==> config.mk <==
export PLATFORM = sky130hd
export DESIGN_NAME = neuro_node
export DESIGN_NICKNAME = d
export VERILOG_FILES = /design/src/rtl/neuro_node.sv
export SDC_FILE = /design/constraint.sdc
export NUM_CORES = 1
export LEC_CHECK = 0
export CAP_MARGIN = 10
export CORE_MARGIN = 2
export CORE_UTILIZATION = 30
export DETAILED_ROUTE_END_ITERATION = 16
export GPL_TIMING_DRIVEN = 1
export SYNTH_ARGS = -nofsm -noshare
export SYNTH_HDL_FRONTEND = slang
export SYNTH_SLANG_ARGS = --single-unit
==> constraint.sdc <==
create_clock -name clk -period 1.52 [get_ports clk]
set_input_delay 0.228 -clock clk [delete_from_list [all_inputs] [get_ports clk]]
set_output_delay 0.228 -clock clk [all_outputs]
set_load 0.02 [all_outputs]
==> src/rtl/neuro_node.sv <==
// neuro_node: McCulloch-Pitts threshold neuron.
// Two binary excitatory inputs, one absolute inhibitory input and a 2-bit
// threshold. Each valid cycle the decision is registered onto `fire`, and
// a saturating counter tracks how many evaluations fired.
//
// Handshake: in_valid qualifies x, y, inhibit and Threshold in the cycle it
// is high. Each accepted sample produces exactly one out_valid pulse one
// clock later, with no ready/backpressure. The consumer must take `fire`
// and `fire_count` in that out_valid cycle. While in_valid is low, `fire`
// and `fire_count` hold and out_valid stays low.
module neuro_node #(
  parameter int CNT_W = 8
) (
  input  logic             clk,
  input  logic             rst,
  input  logic             x,
  input  logic             y,
  input  logic             inhibit,
  input  logic [1:0]       Threshold,
  input  logic             in_valid,
  output logic             fire,
  output logic             out_valid,
  output logic [CNT_W-1:0] fire_count
);

  logic [1:0]       sum;
  logic             fire_next;
  logic             fire_q, fire_d;
  logic             valid_q, valid_d;
  logic [CNT_W-1:0] count_q, count_d;

  localparam logic [CNT_W-1:0] CountOne = {{(CNT_W-1){1'b0}}, 1'b1};

  // Combinational decision and next-state computation.
  // The 2-bit sum cannot overflow because its largest value is 2.
  // Threshold is used only in the cycle it is sampled and is never stored.
  always_comb begin
    sum       = {1'b0, x} + {1'b0, y};
    fire_next = (sum >= Threshold) && !inhibit;
    fire_d    = fire_q;
    valid_d   = 1'b0;
    count_d   = count_q;
    if (in_valid) begin
      fire_d  = fire_next;
      valid_d = 1'b1;
      // The counter stops at its all-ones value rather than wrapping.
      if (fire_next && !(&count_q)) begin
        count_d = count_q + CountOne;
      end
    end
  end

  // State registers with asynchronous reset.
  // Reset clears any decision that has not yet been consumed.
  always_ff @(posedge clk or posedge rst) begin
    if (rst) begin
      fire_q  <= 1'b0;
      valid_q <= 1'b0;
      count_q <= '0;
    end else begin
      fire_q  <= fire_d;
      valid_q <= valid_d;
      count_q <= count_d;
    end
  end

  assign fire       = fire_q;
  assign out_valid  = valid_q;
  assign fire_count = count_q;

endmodule

# After elaboration in Yosys (flattened, before gate mapping)
# Index checks and enable logic that the tools add are counted.
# W data, S select, Z words.
# totals
out_inout_bits,10
ff_bits,10
mem_count,0
latchBits,0
input_bits,8
mem_bits_ro,0
ram_bits,0
# classes
muxes,1
eq_ne,0
add_sub_neg,2
multipliers,0
shift,0
n_reduce_logical,6
n_lt_le_gt_ge,1
bitwise_logic,0
div_mod_pow,0
# ops
operator,n
$add A8 B1 Y8 const B,1
$reduce_and A8 Y1,1
$add A1 B1 Y2,1
$ge A2 B2 Y1,1
$logic_and A1 B1 Y1,2
$logic_not A1 Y1,2
$reduce_and A2 Y1,1
$mux W1,1

# Depth between registers and ports, before layout
# Gate-level depths: netlist of run 1.
# depth
word_depth,5
ltp_mapped,7
ltp_nobuf,7

# Least setup slack after synthesis of run 1
# No wires, ideal clock.
# synth_path
kind,in2reg
start,in y
end,"reg count_q[1], in the netlist fire_count[1]"
arrival_ns,1.886
setup_time_ns,0.125
n_path_buf,0
slack_ns,-0.491
cell_stages,7
cell_sequence,ha_1 inv_1 ha_1 nor3b_1 or4b_4 nor2_1 mux2_2
# synth_between
elab_chain_cells,5
# synth_lines
element,line_no,rtl
start: declaration,17,"input logic y,"
$add A1 B1 Y2,38,"sum = {1'b0, x} + {1'b0, y};"
$ge A2 B2 Y1,39,fire_next = (sum >= Threshold) && !inhibit;
$logic_and A1 B1 Y1,39,
$logic_and A1 B1 Y1,47,if (fire_next && !(&count_q)) begin
$reduce_and A2 Y1 (no source line),n/a,
end signal: assignment,63,count_q <= count_d;
end: declaration,30,"logic [CNT_W-1:0] count_q, count_d;"
# No other way between the ends.
# A chain may end at the register's enable or synchronous reset.

# Worst setup path in the final report of run 1
# Same ends and word-level chain as after synthesis.

==> results of run 1 <==
-- stage by stage --
step	power [mW]	setup WS [ns]	cell area [µm²]
after floorplan	0.628	-0.385	579
after global placement	0.902	-0.876	863
after detailed placement	0.909	-0.892	863
after CTS	1.07	-0.239	930
after global routing	1.14	-0.285	946
final	1.06	-0.253	946
-- kinds of logic (layout without fill, tap and decap cells) --
group                    count (synthesis)  after routing  synth area share, %
AO/OA/AOI/OAI                            5              5                 5.58
adder cells (fa/ha/maj)                  4              4                 9.30
AND/OR/NAND/NOR                         19             19                 24.4
XOR/XNOR                                 4              4                 6.51
flip-flops                              10             10                 46.5
buffers and inverters                    5             39                 3.49
multiplexers                             2              2                 4.19
-- power by group --
group	internal, mW	switching (mW)
combinational	0.267	0.236
sequential	0.331	0.0527
clock	0.0910	0.0803
-- area by class of cell --
| cell class | count | area, µm² | share of cell area, % |
|---|---|---|---|
| flip-flops and latches | 10 | 250 | 26.5 |
| repair buffers | 31 | 278 | 29.4 |
| clock buffers | 3 | 22.5 | 2.38 |
| multi-input cells | 34 | 345 | 36.5 |
| inverters | 5 | 18.8 | 1.98 |
| well taps | 25 | 31.3 | 3.31 |
-- timing repair --
| action | in CTS | in global routing |
|---|---|---|
| endpoints found under the setup margin | 14 | 10 |
| gates resized for setup | 22 | 4 |
| hold buffers | 0 | 0 |
| setup buffers | 3 | 0 |
| pin swaps | 9 | 0 |
-- state kept, by name, summed over array words and instances, names as in the netlist --
register    count
fire            1
fire_count      8
out_valid       1
-- worst max path at each step --
stage                     from                        end  slack (ns)  depth (start not counted)
after floorplan              x  fire_count[1]$_DFFE_PP0P_       -0.39                          7
after global placement       y  fire_count[1]$_DFFE_PP0P_       -0.88                          8
after detailed placement     y  fire_count[1]$_DFFE_PP0P_       -0.89                          8
after CTS                    y  fire_count[1]$_DFFE_PP0P_       -0.24                          8
after global routing         y  fire_count[3]$_DFFE_PP0P_       -0.28                          8
final                        y  fire_count[1]$_DFFE_PP0P_       -0.25                          8
-- cell usage after synthesis --
cell type                 count
sky130_fd_sc_hd__a21oi_1      2
sky130_fd_sc_hd__a31oi_1      1
sky130_fd_sc_hd__a41oi_1      1
sky130_fd_sc_hd__dfrtp_1     10
sky130_fd_sc_hd__ha_1         4
sky130_fd_sc_hd__inv_1        5
sky130_fd_sc_hd__mux2_2       2
sky130_fd_sc_hd__nand2_1      3
sky130_fd_sc_hd__nand3_1      2
sky130_fd_sc_hd__nand4_1      2
sky130_fd_sc_hd__nor2_1       4
sky130_fd_sc_hd__nor2b_1      1
sky130_fd_sc_hd__nor3_1       1
sky130_fd_sc_hd__nor3b_1      2
sky130_fd_sc_hd__nor4_2       1
sky130_fd_sc_hd__nor4b_2      2
sky130_fd_sc_hd__o21ai_0      1
sky130_fd_sc_hd__or4b_4       1
sky130_fd_sc_hd__xnor2_1      1
sky130_fd_sc_hd__xor2_1       3
-- critical path, stage by stage --
cell	delay (ns)
sky130_fd_sc_hd__buf_6	0.09
sky130_fd_sc_hd__ha_4	0.25
sky130_fd_sc_hd__inv_2	0.03
sky130_fd_sc_hd__ha_4	0.25
sky130_fd_sc_hd__nor3b_2	0.04
sky130_fd_sc_hd__or4b_4	0.57
sky130_fd_sc_hd__nor2_4	0.15
sky130_fd_sc_hd__mux2_4	0.30
-- per-layer routing --
metal	up-vias	global-route usage, %
li1	244	-
met1	232	15.6
met2	17	19.7
met3	2	2.35
met4	0	8.57
met5	-	0
==> results.md, run 1 <==
- The headroom to the max-slew limit is around 65%.
- In the final routed layout, each cell accounts on average for 10.3 µm.
- On the final layout, the worst clock skew is around 0.0043 ns.
- The highest clock frequency the design can meet is between 0.5 and 0.6 GHz.
- The setup total negative slack is -1.18 ns.
- The post-synth design cell area is 538 µm².
- The largest fanout of any net on the critical path is 5.
- The final-layout fill cell count is 156.
- The number of non-filler instances in the completed layout is between 100 and 150.
- The number of instances in the synthesized netlist is 49.
- In this run the number of H-tree levels came out at 1.
- At the end of routability-driven placement, the weighted congestion stood at 0.697.
- Max-cap violations in this run came to 0.
- The share of the clock period used by the worst path after layout is 117%.
- After floorplanning, the core was divided into 15 placement rows.
- Across all setup checks in the final design, the least slack found is -0.253 ns.
- The number of buffers inserted during clock tree synthesis is 3.
- The die span in x is 46.4 µm.
- For this design, the sink count on the clock tree is 10.
- The clock tree root buffer cell is sky130_fd_sc_hd__clkbuf_4.
- Counting along the longest clock path gives a buffer depth of 2.
- The synthesized area per cell is ~11 µm².
- The minimum hold slack is 0.250 ns.
- The number of placed instances, taps included is around 100.
- During synthesis, Yosys emitted a total of 0 warnings.
- The post-synthesis sequential element count is 10.
- The number of endpoints failing setup at the final stage is 8.
- The worst setup path is launched from an input port.
- The area growth from synthesis to layout is 75.8%.
- The transition time at the pin with the least slew margin is 0.517 ns.
- The final reports fail on setup timing.
- The top-level I/O count is 18.
- In this run the power density over the cells is 1120 nW/µm².
- TritonCTS built the clock tree.
- Setup repair after global routing could not meet its margin everywhere.
- The startpoint of the worst register-to-register path is fire_count[0]$_DFFE_PP0P_.
- The die outline area is 2150 µm².
- Sequential cells were found to cover between 40 and 50% of the synthesized design area.
- After clock tree synthesis, the clock-pin slew on the worst setup and hold paths is ~0.06 ns.
- The detailed-routed wire length on met2 is 540 µm.
- The vertical die dimension is 46.4 µm.
- The number of input and output port buffers inserted is 17.
- The initial antenna violation count is 0.
- The most common cell after layout, fill and taps aside is sky130_fd_sc_hd__buf_4.
- The aggregate global-route resource usage is between 10% and 20%.
- The final count of hold timing violations is 0.
- The required time reported for the critical path endpoint is 1.66 ns.
- Summed over all nets, the half-perimeter wirelength after detailed placement is 864 µm.
- After detailed routing, the number of remaining DRC violations is 0.
- The minimum setup slack among reg-to-reg paths is -0.13 ns.
- The element type at the critical path end is a register.
- When the netlist entered floorplanning its net count stood at 61.
- The detailed router put a total of around 500 µm of wire on met1.
- The worst-case reg-to-reg path depth is 7.
- The worst register-to-register path ends at fire_count[0]$_DFFE_PP0P_.
- The repair_antennas step left the layout with diodes totalling 0.
- In this run, distinct cell masters in the synthesized netlist total 20.
- The type of the worst setup path is in -> reg.
- The number of pins with negative max-slew slack in the final report is 0.
- The final layout net count is 97.
- Once detail routing completed, the nets flagged for antenna violations numbered 0.
- The final period demand of the worst path is 1.77 ns.
- The largest area contributor in the netlist is sky130_fd_sc_hd__dfrtp_1.
- The routed wire length on met3 is approximately 55 µm.
- The via count of the first global-routing pass is 442.
- In the post-synthesis netlist, the biggest area contributors are sky130_fd_sc_hd__dfrtp_1 (47%), sky130_fd_sc_hd__ha_1 (9.3%), sky130_fd_sc_hd__nor4b_2 (5.6%).
- The flow ran to the end, but the final reports show violations.
- The total congestion overflow is 0.
- After detailed routing, the number of vias per cell comes to 4.58.
- Summed over all cells, the static leakage comes to around 0.45 nW.
- The number of detailed-route iterations in the first pass is 4.
- The final core utilization is about 55%.
- The fraction of final layout cells sized beyond drive strength 1 is 41.0%.
- IR analysis of the VDD net gives a maximum drop of around 0.54 mV.
- For this block, the initial DRC count from the detailed router was 6.
- Entering global routing, the biggest net connects 11 pins.
- The insertion delay to the later sink of the worst-skew pair is 0.25 ns.
- The initial core utilization is 31.5%.
- The share of Yosys cell area claimed by the top area cell type is a little under half.
- The wire length of the first global-routing pass is approximately 1900 µm.
- In this run the standard cell core region covers 1710 µm².
- The via count is 495.
- The top cell types in the final layout, fill and taps aside, are sky130_fd_sc_hd__buf_4 (13), sky130_fd_sc_hd__dfrtp_1 (10), sky130_fd_sc_hd__dlygate4sd2_1 (7).
- Wires add up to 1110 µm.
- The highest metal layer with signal wires is met4.
- The tightest min-delay check is of the in -> async type.
- Data arrives at the worst endpoint at 1.91 ns.
Power figures use the tool's default switching activity.
==> inputs of run 2 (changes only) <==
PLACE_DENSITY_LB_ADDON = 0.15   (was unset)
RECOVER_POWER = 100   (was unset)
==> results.md, run 2 (synthesized netlist as in run 1, its figures left out) <==
- The site row count came to 15 (unchanged).
- The via count is 483 (-2.4%).
- The worst-case reg-to-reg path depth came to 5 (-2).
- The highest clock frequency the design can meet came to 0.584 GHz (+3.5%).
- The final weighted congestion in routability-driven placement is 0.718 (+3.0%).
- The path type of the worst min-delay path is in -> async.
- The count of unresolved DRC violations after routing is 0 (unchanged).
- The final count of hold timing violations is 0 (unchanged).
- The residual antenna-violating net count after detailed routing came to 0 (unchanged).
- The pre-CTS worst setup slack is -0.906 ns (-0.0132 ns).
- The initial DRC count is 4 (-2).
- The aggregate global-route resource usage is 13.3% (+0.64 points).
- The worst setup path is captured at a register.
- The final worst slack is -0.194 ns (+0.0595 ns).
- In the layout the commonest cells are sky130_fd_sc_hd__dfrtp_1 (10), sky130_fd_sc_hd__buf_4 (9), sky130_fd_sc_hd__dlygate4sd2_1 (8).
- The total of max-cap violations is 0 (unchanged).
- Leaving out fill and tap cells, the most frequent cell in the layout is sky130_fd_sc_hd__dfrtp_1.
- The finished layout cell area came to 901 µm² (-4.8%).
- The setup total negative slack came to -0.764 ns (+0.415 ns).
- The number of flip-flops in the largest register is 8 (unchanged).
- The insertion delay to the later sink of the worst-skew pair is 0.26 ns (about the same).
- Setup repair after global routing could not meet its margin everywhere.
- The maximum buffer depth of the clock tree was 2 (unchanged).
- The total congestion overflow is 0 (unchanged).
- The die span in x is 46.4 µm (unchanged).
- The final-layout fill cell count is 164 (+5.1%).
- The type of the worst setup path is in -> reg.
- The top-level I/O count is 18 (unchanged).
- The initial core utilization came to 31.5% (unchanged).
- The number of input and output port buffers inserted is 17 (unchanged).
- The initial antenna violation count came to 0 (unchanged).
- The layout-stage area growth over the synthesis result is 67.4%.
- The die outline area is 2150 µm² (unchanged).
- The largest net degree at the start of global routing was 11 (unchanged).
- The number of pins with negative max-slew slack in the final report is 0 (unchanged).
- STA classifies the critical path startpoint as an input port.
- The clock slew at the register clock pins of the worst setup and hold paths is 0.06 ns (about the same).
- The transition time at the pin with the least slew margin was 0.483 ns (-0.0340 ns).
- The HPWL after detailed placement came to 878 µm (+1.6%).
- The data arrival time of the worst path is 1.86 ns (-0.05 ns).
- The clock tree root buffer cell is sky130_fd_sc_hd__clkbuf_4.
- The maximum level of the CTS H-tree is 1 (unchanged).
- The detail-routed net length per standard cell came to 10.3 µm (+0.33%).
- The number of antenna cells inserted is 0 (unchanged).
- The largest fanout of any net on the critical path is 5 (unchanged).
- The number of detailed-route iterations in the first pass came to 4 (unchanged).
- The clock net sink count is 10 (unchanged).
- The wire length of the first global-routing pass came to 1960 µm (+5.5%).
- The minimum setup slack among reg-to-reg paths came to -0.04 ns (+0.09 ns).
- The worst supply voltage drop on vdd is 0.710 mV (+32%).
- The required time reported for the critical path endpoint is 1.67 ns (about the same).
- The share of the clock period used by the worst path after layout is 113% (-3.9 points).
- The headroom to the max-slew limit is 67.7% (+2.3 points).
- The leakage power was 0.418 nW (-7.4%).
- The final period demand of the worst path is 1.71 ns (-0.0595 ns).
- The final reports fail on setup timing.
- The via count of the first global-routing pass is 488 (+10%).
- The number of buffers inserted during clock tree synthesis came to 3 (unchanged).
- The vertical die dimension is 46.4 µm (unchanged).
- The TritonCTS clock tree is built.
- The flow ran to the end, but the final reports show violations.
- The fraction of final layout cells sized beyond drive strength 1 is 35.8% (-5.2 points).
- The floorplan core area came to 1710 µm² (unchanged).
- The final layout net count is 94 (-3.1%).
- The final wirelength is 1100 µm (-1.5%).
- The vias per cell is 4.56 (-0.58%).
- The placed standard-cell area is 863 µm² (unchanged).
- The number of endpoints failing setup at the final stage is 6 (-2).
- The clock tree skew after final layout came to 0.00426 ns (-0.0000867 ns).
- The power per unit of standard cell area was 1200 nW/µm² (+7.1%).
- The hold buffer count at CTS is 0 (unchanged).
run 2: critical path, stage by stage:
cell	delay, ns
sky130_fd_sc_hd__buf_6	0.10
sky130_fd_sc_hd__ha_4	0.25
sky130_fd_sc_hd__inv_2	0.04
sky130_fd_sc_hd__ha_4	0.25
sky130_fd_sc_hd__nor3b_2	0.04
sky130_fd_sc_hd__or4b_4	0.54
sky130_fd_sc_hd__nor2_4	0.13
sky130_fd_sc_hd__mux2_4	0.30
run 2: per-stage QoR:
stage	hold slack [ns]	util [%]	std cells	power, mW
after floorplan	0.0682	-	49	0.628
after global placement	0.515	50.5	102	0.904
after detailed placement	0.522	50.5	102	0.909
after CTS	0.254	53.6	106	1.12
after global routing	0.422	52.7	106	1.16
final	0.369	52.7	106	1.08
run 2: metal layers:
layer  part of all wire (%)  global-route usage [%]  vias to the layer above
met2                     47                    22.5                       16
met1                     46                    14.4                      226
met3                    5.9                    5.88                        2
met5                      0                       0                        -
met4                    1.5                    5.14                        0
li1                       -                       -                      239
run 2: what timing repair did:
action / 4_1_cts / 5_1_grt
endpoints found under the hold margin: 0 / 0
pin swaps: 6 / 3
buffers inserted: 1 / 0
cloned: 0 / 0
resized for setup: 22 / 1
setup endpoints to repair: 14 / 8
run 2: layout make-up:
type	instances	area, µm²	area share (%)
multi-input cells	34	333	36.9
repair buffers	28	231	25.7
well taps	25	31.3	3.47
inverters	5	18.8	2.08
flip-flops and latches	10	250	27.8
clock buffers	4	36.3	4.03
run 2: worst paths after layout:
kind | from | end
hold / removal | rst | out_valid$_DFF_PP0_
min in group clk | fire$_DFFE_PP0P_ | fire$_DFFE_PP0P_
setup / recovery | y | fire_count[1]$_DFFE_PP0P_
hold reg to reg | fire$_DFFE_PP0P_ | fire$_DFFE_PP0P_
max in group asynchronous | rst | fire_count[0]$_DFFE_PP0P_
setup reg to reg | fire_count[0]$_DFFE_PP0P_ | fire_count[1]$_DFFE_PP0P_
run 2: report_power, final:
part | leakage (nW) | switching (mW) | internal, mW
registers | 0.124 | 0.0496 | 0.331
logic | 0.273 | 0.232 | 0.233
clock network | 0.0210 | 0.0883 | 0.145
==> RTL edit 1, RTL diff (config.mk and constraints of run 2) <==
Change the parameter `CNT_W` from 8 to 10.
--- a/src/rtl/neuro_node.sv
+++ b/src/rtl/neuro_node.sv
@@ -10,5 +10,5 @@
 // and `fire_count` hold and out_valid stays low.
 module neuro_node #(
-  parameter int CNT_W = 8
+  parameter int CNT_W = 10
 ) (
   input  logic             clk,
Interface: changed (resized fire_count); port bits go from 18 to 20. The function was not compared with the original's and may differ.
==> RTL edit 1 against run 2 <==
- the run still ends with negative setup slack left
- global-route usage down 0.90 points
- sequential power is 12% higher
- utilization fell by 2.2 points
- sequential cell count is 2 higher
- routed wire length grew 25%
- cell area rose by 24%
- synthesized area is 31% higher
- final cell count increased by 17%
- sequential share of layout area shrank 0.90 points
- die area up 28%
- worst setup slack better by 190 ps
- power up 5.4%
- critical path type unchanged
==> RTL edit 1: results (changes against run 2) <==
{| class="wikitable"
! Metric !! Value
|-
| Worst path max stage delay || 300 ps (was 540 ps)
|-
| Final worst-path setup slack || -1.801 ps (was -193.7 ps)
|-
| Distinct cells, synth || 21 (was 20)
|-
| M1 WL || 656 um (was 501 um)
|-
| All-layer global routing usage || 12.37% (was 13.27%)
|-
| Final net count || 110 (was 94)
|-
| Failing checks || negative setup slack (unchanged)
|-
| Number of cells traversed by the worst register-to-register path || 4 (was 5)
|-
| Setup Viol. Count Final || 1 (was 6)
|-
| Global Route met2 Usage || 18.96% (was 22.50%)
|-
| Register-to-register setup slack || 110 ps (was -40 ps)
|-
| Global-route met1 utilization || 16.75% (was 14.35%)
|-
| Outcome || complete, but fails checks (unchanged)
|-
| Number of global-route vias before repair || 596 (was 488)
|-
| Synth top cells by count || sky130_fd_sc_hd__dfrtp_1, sky130_fd_sc_hd__nand2_1, sky130_fd_sc_hd__nand3_1 (was sky130_fd_sc_hd__dfrtp_1, sky130_fd_sc_hd__inv_1, sky130_fd_sc_hd__ha_1, sky130_fd_sc_hd__nor2_1)
|-
| Capturing point of the worst reg2reg path || fire_count[9] (was fire_count[1])
|-
| Final weighted congestion in routability-driven placement || 0.7866 (was 0.7181)
|-
| CP max stage cell || sky130_fd_sc_hd__mux2_4 (was sky130_fd_sc_hd__or4b_4)
|-
| Fillers || 220 (was 164)
|-
| Fraction of met3 tracks used by global routing || 2.571% (was 5.882%)
|-
| Drt first pass iters || 3 (was 4)
|-
| Wire length of the first global-routing pass || 2.470 mm (was 1.959 mm)
|-
| Post-synth top area share || 42.70% (was 46.51%)
|-
| Worst path arrival time || 1670 ps (was 1860 ps)
|-
| Maximum clock skew at final layout || 2.142 ps (was 4.258 ps)
|-
| Wire length on met2 || 653 um (was 512 um)
|-
| Source of the worst register-to-register timing path || fire_count[4] (was fire_count[0])
|}
==> RTL edit 1: changes by cell type after synthesis, moves of 3 or more <==
cell | before | now
sky130_fd_sc_hd__and3_2 | 0 | 3
sky130_fd_sc_hd__mux2_4 | 0 | 3
sky130_fd_sc_hd__nand2_1 | 3 | 6
sky130_fd_sc_hd__nand3_1 | 2 | 5
sky130_fd_sc_hd__nand4_2 | 0 | 3
sky130_fd_sc_hd__nor2_1 | 4 | 1
sky130_fd_sc_hd__xor2_1 | 3 | 0
==> RTL edit 1: layout make-up <==
| class | count | area share, % |
|---|---|---|
| Tap cell | 28 | 3.136 |
| Timing Repair Buffer | 35 | 25.98 |
| Clock buffer | 3 | 2.016 |
| Inverter | 4 | 1.344 |
| Multi-Input combinational cell | 42 | 40.65 |
| Sequential cell | 12 | 26.88 |
==> RTL edit 1: power by group <==
group	switching, mW	internal (mW)
sequential	0.0451	0.381
clock	0.0947	0.0914
combinational	0.265	0.259
total	0.405	0.732
==> RTL edit 1: what timing repair did <==
| item | CTS | global route |
|---|---|---|
| setup buffers | 1 | 1 |
| resized for setup | 28 | 5 |
| pin swaps | 8 | 3 |
| endpoints found under the setup margin | 19 | 8 |
==> RTL edit 1: cell families after synthesis <==
group           synth area share, %
flops                         42.70
buf+inv                       4.447
simple gates                  28.11
compound gates                1.246
mux                           12.63
fa+ha+maj                     7.118
xor+xnor                      3.737
==> RTL edit 1: metrics by stage <==
| stage | setup WS [ps] | util [%] |
|---|---|---|
| after floorplan | -221.5 | - |
| after global placement | -713.5 | 47.51 |
| after detailed placement | -713.7 | 47.51 |
| after CTS | 0.4146 | 50.40 |
| after global routing | -52.00 | 50.51 |
| final | -1.801 | 50.51 |
==> RTL edit 2, RTL diff (flow settings as in run 2) <==
Made on the original files. Add an input register stage for `x`, `y`, `inhibit`, `Threshold` and `in_valid`, cleared by the reset; this delays them by one clock. Comments in the files are not updated.
--- a/src/rtl/neuro_node.sv
+++ b/src/rtl/neuro_node.sv
@@ -24,4 +24,26 @@
 );
 
+  logic x_q;
+  logic y_q;
+  logic inhibit_q;
+  logic [1:0] Threshold_q;
+  logic in_valid_q;
+
+  always_ff @(posedge clk or posedge rst) begin
+    if (rst) begin
+      x_q         <= '0;
+      y_q         <= '0;
+      inhibit_q   <= '0;
+      Threshold_q <= '0;
+      in_valid_q  <= '0;
+    end else begin
+      x_q         <= x;
+      y_q         <= y;
+      inhibit_q   <= inhibit;
+      Threshold_q <= Threshold;
+      in_valid_q  <= in_valid;
+    end
+  end
+
   logic [1:0]       sum;
   logic             fire_next;
@@ -36,10 +58,10 @@
   // Threshold is used only in the cycle it is sampled and is never stored.
   always_comb begin
-    sum       = {1'b0, x} + {1'b0, y};
-    fire_next = (sum >= Threshold) && !inhibit;
+    sum       = {1'b0, x_q} + {1'b0, y_q};
+    fire_next = (sum >= Threshold_q) && !inhibit_q;
     fire_d    = fire_q;
     valid_d   = 1'b0;
     count_d   = count_q;
-    if (in_valid) begin
+    if (in_valid_q) begin
       fire_d  = fire_next;
       valid_d = 1'b1;
Function: changed (Yosys sat finds a counterexample within 4 cycles, from zero or initial values and one cycle with rst high).
==> RTL edit 2 against run 2 <==
- sequential cell count grew 6
- largest power group is now sequential cells
- count of clock-buffer cells in the layout is the same
- die area grew 30%
- worst setup slack lost 140 ps
- critical path type is now reg2reg
- routed wire length grew 18%
- the run still ends with negative setup slack left
- synthesized area grew 33%
- power grew 21%
- cell area grew 16%
- critical endpoint is now fire_count[5]
==> RTL edit 2: results (changes against run 2) <==
{| class="wikitable"
! Metric !! Value
|-
| Source of the worst register-to-register timing path || x_q (was fire_count[0])
|-
| Average detailed-routed wire length per instance || 11.25 um (was 10.35 um)
|-
| Clock latency at the later pin of the worst-skew pair || 290 ps (was 260 ps)
|-
| Number of cells traversed by the worst register-to-register path || 7 (was 5)
|-
| Proportion of synthesized chip area in sequential cells || 56.14% (was 46.51%)
|-
| Worst path arrival time || 2040 ps (was 1860 ps)
|-
| Synth top cells by count || sky130_fd_sc_hd__dfrtp_1, sky130_fd_sc_hd__nand3_1, sky130_fd_sc_hd__ha_1, sky130_fd_sc_hd__inv_1, sky130_fd_sc_hd__nand2_1 (was sky130_fd_sc_hd__dfrtp_1, sky130_fd_sc_hd__inv_1, sky130_fd_sc_hd__ha_1, sky130_fd_sc_hd__nor2_1)
|-
| Outcome || complete, but fails checks (unchanged)
|-
| Final worst-path setup slack || -332.6 ps (was -193.7 ps)
|-
| Fillers || 239 (was 164)
|-
| Type of the setup path with the least slack || reg2reg (was in2reg)
|-
| Mean Syn Cell Area || 12.51 um^2 (was 10.98 um^2)
|-
| Aggregate negative setup slack || -2230 ps (was -764.1 ps)
|-
| Total Power || 1.309 mW (was 1.078 mW)
|-
| Fraction of met3 tracks used by global routing || 3.429% (was 5.882%)
|-
| Proportion of layout cells with a drive suffix above 1 || 27.59% (was 35.80%)
|-
| All-layer global routing usage || 12.34% (was 13.27%)
|-
| Wirelength, routed || 1.294 mm (was 1.097 mm)
|-
| CP max stage cell || sky130_fd_sc_hd__dfrtp_1 (was sky130_fd_sc_hd__or4b_4)
|-
| Worst rel slew slack || 42.52% (was 67.65%)
|-
| Detailed-route via count || 544 (was 483)
|-
| Global Route met2 Usage || 17.92% (was 22.50%)
|-
| Wire length on met2 || 600 um (was 512 um)
|-
| Wire length of the first global-routing pass || 2.346 mm (was 1.959 mm)
|-
| Worst Setup EP || fire_count[5] (was fire_count[1])
|-
| Setup Viol. Count Final || 9 (was 6)
|-
| Total length of routed met3 wires || 77 um (was 65 um)
|-
| Critical path fanouts, max || 2 (was 5)
|-
| Top Family by Delay on Critical Path || adder cells (was simple AND/OR/NAND/NOR gates)
|-
| Instance area after placement || 1011 um^2 (was 863.3 um^2)
|-
| Global-route met1 utilization || 14.92% (was 14.35%)
|-
| Largest net degree at the start of global routing || 17 (was 11)
|-
| Clock-pin slew of the registers on the worst-case setup and hold paths || 90 ps (was 60 ps)
|-
| Sequential power || 0.553 mW (was 0.380 mW)
|-
| Synth top area cells || sky130_fd_sc_hd__dfrtp_1, sky130_fd_sc_hd__ha_1, sky130_fd_sc_hd__mux2_1, sky130_fd_sc_hd__xnor2_1, sky130_fd_sc_hd__nand3_1 (was sky130_fd_sc_hd__dfrtp_1, sky130_fd_sc_hd__ha_1, sky130_fd_sc_hd__nor4b_2, sky130_fd_sc_hd__xor2_1, sky130_fd_sc_hd__mux2_2)
|-
| Net count after synthesis || 69 (was 61)
|-
| M1 WL || 564 um (was 501 um)
|-
| Worst path max stage delay || 380 ps (was 540 ps)
|-
| Failing checks || negative setup slack (unchanged)
|}
RTL edit 2: cell types whose count changed after synthesis, moves of 2 or more:
cell,change
sky130_fd_sc_hd__dfrtp_1,+6
sky130_fd_sc_hd__mux2_1,+3
sky130_fd_sc_hd__mux2_2,-2
sky130_fd_sc_hd__nand3_1,+3
sky130_fd_sc_hd__nor2_1,-3
sky130_fd_sc_hd__nor3b_1,-2
sky130_fd_sc_hd__nor4b_2,-2
sky130_fd_sc_hd__xnor2_1,+2
sky130_fd_sc_hd__xor2_1,-3
RTL edit 2: cell families after synthesis:
group	count (synthesis)	share of synthesized area, %
AO/OA/AOI/OAI	5	4.737
XOR/XNOR	3	3.685
adder cells (fa/ha/maj)	4	7.018
buffers and inverters	6	3.332
flip-flops	16	56.14
multiplexers	3	4.737
AND/OR/NAND/NOR	20	20.35
RTL edit 2: worst min-delay path by stage:
stage | to | from | cells after the start | slack, ps
after floorplan | Threshold_q[0] | rst | 1 | 140
after global placement | out_valid | in_valid_q | 0 | 450
after detailed placement | out_valid | in_valid_q | 0 | 460
after CTS | out_valid | rst | 3 | 230
after global routing | inhibit_q | inhibit | 1 | 480
final | out_valid | in_valid_q | 0 | 480
RTL edit 2: layout make-up:
type / count / area (um^2) / area share [%]
Sequential cell: 16 / 400.4 / 38.42
Clock buffer: 4 / 36.28 / 3.481
Inverter: 4 / 15.01 / 1.441
Multi-Input combinational cell: 35 / 332.8 / 31.93
Timing Repair Buffer: 28 / 222.7 / 21.37
Tap cell: 28 / 35.03 / 3.361
RTL edit 2: repair_timing:
action,CTS,global route
endpoints found under the setup margin,15,12
gates cloned,0,0
pin swaps,6,1
buffers inserted,1,0
resized for setup,11,4
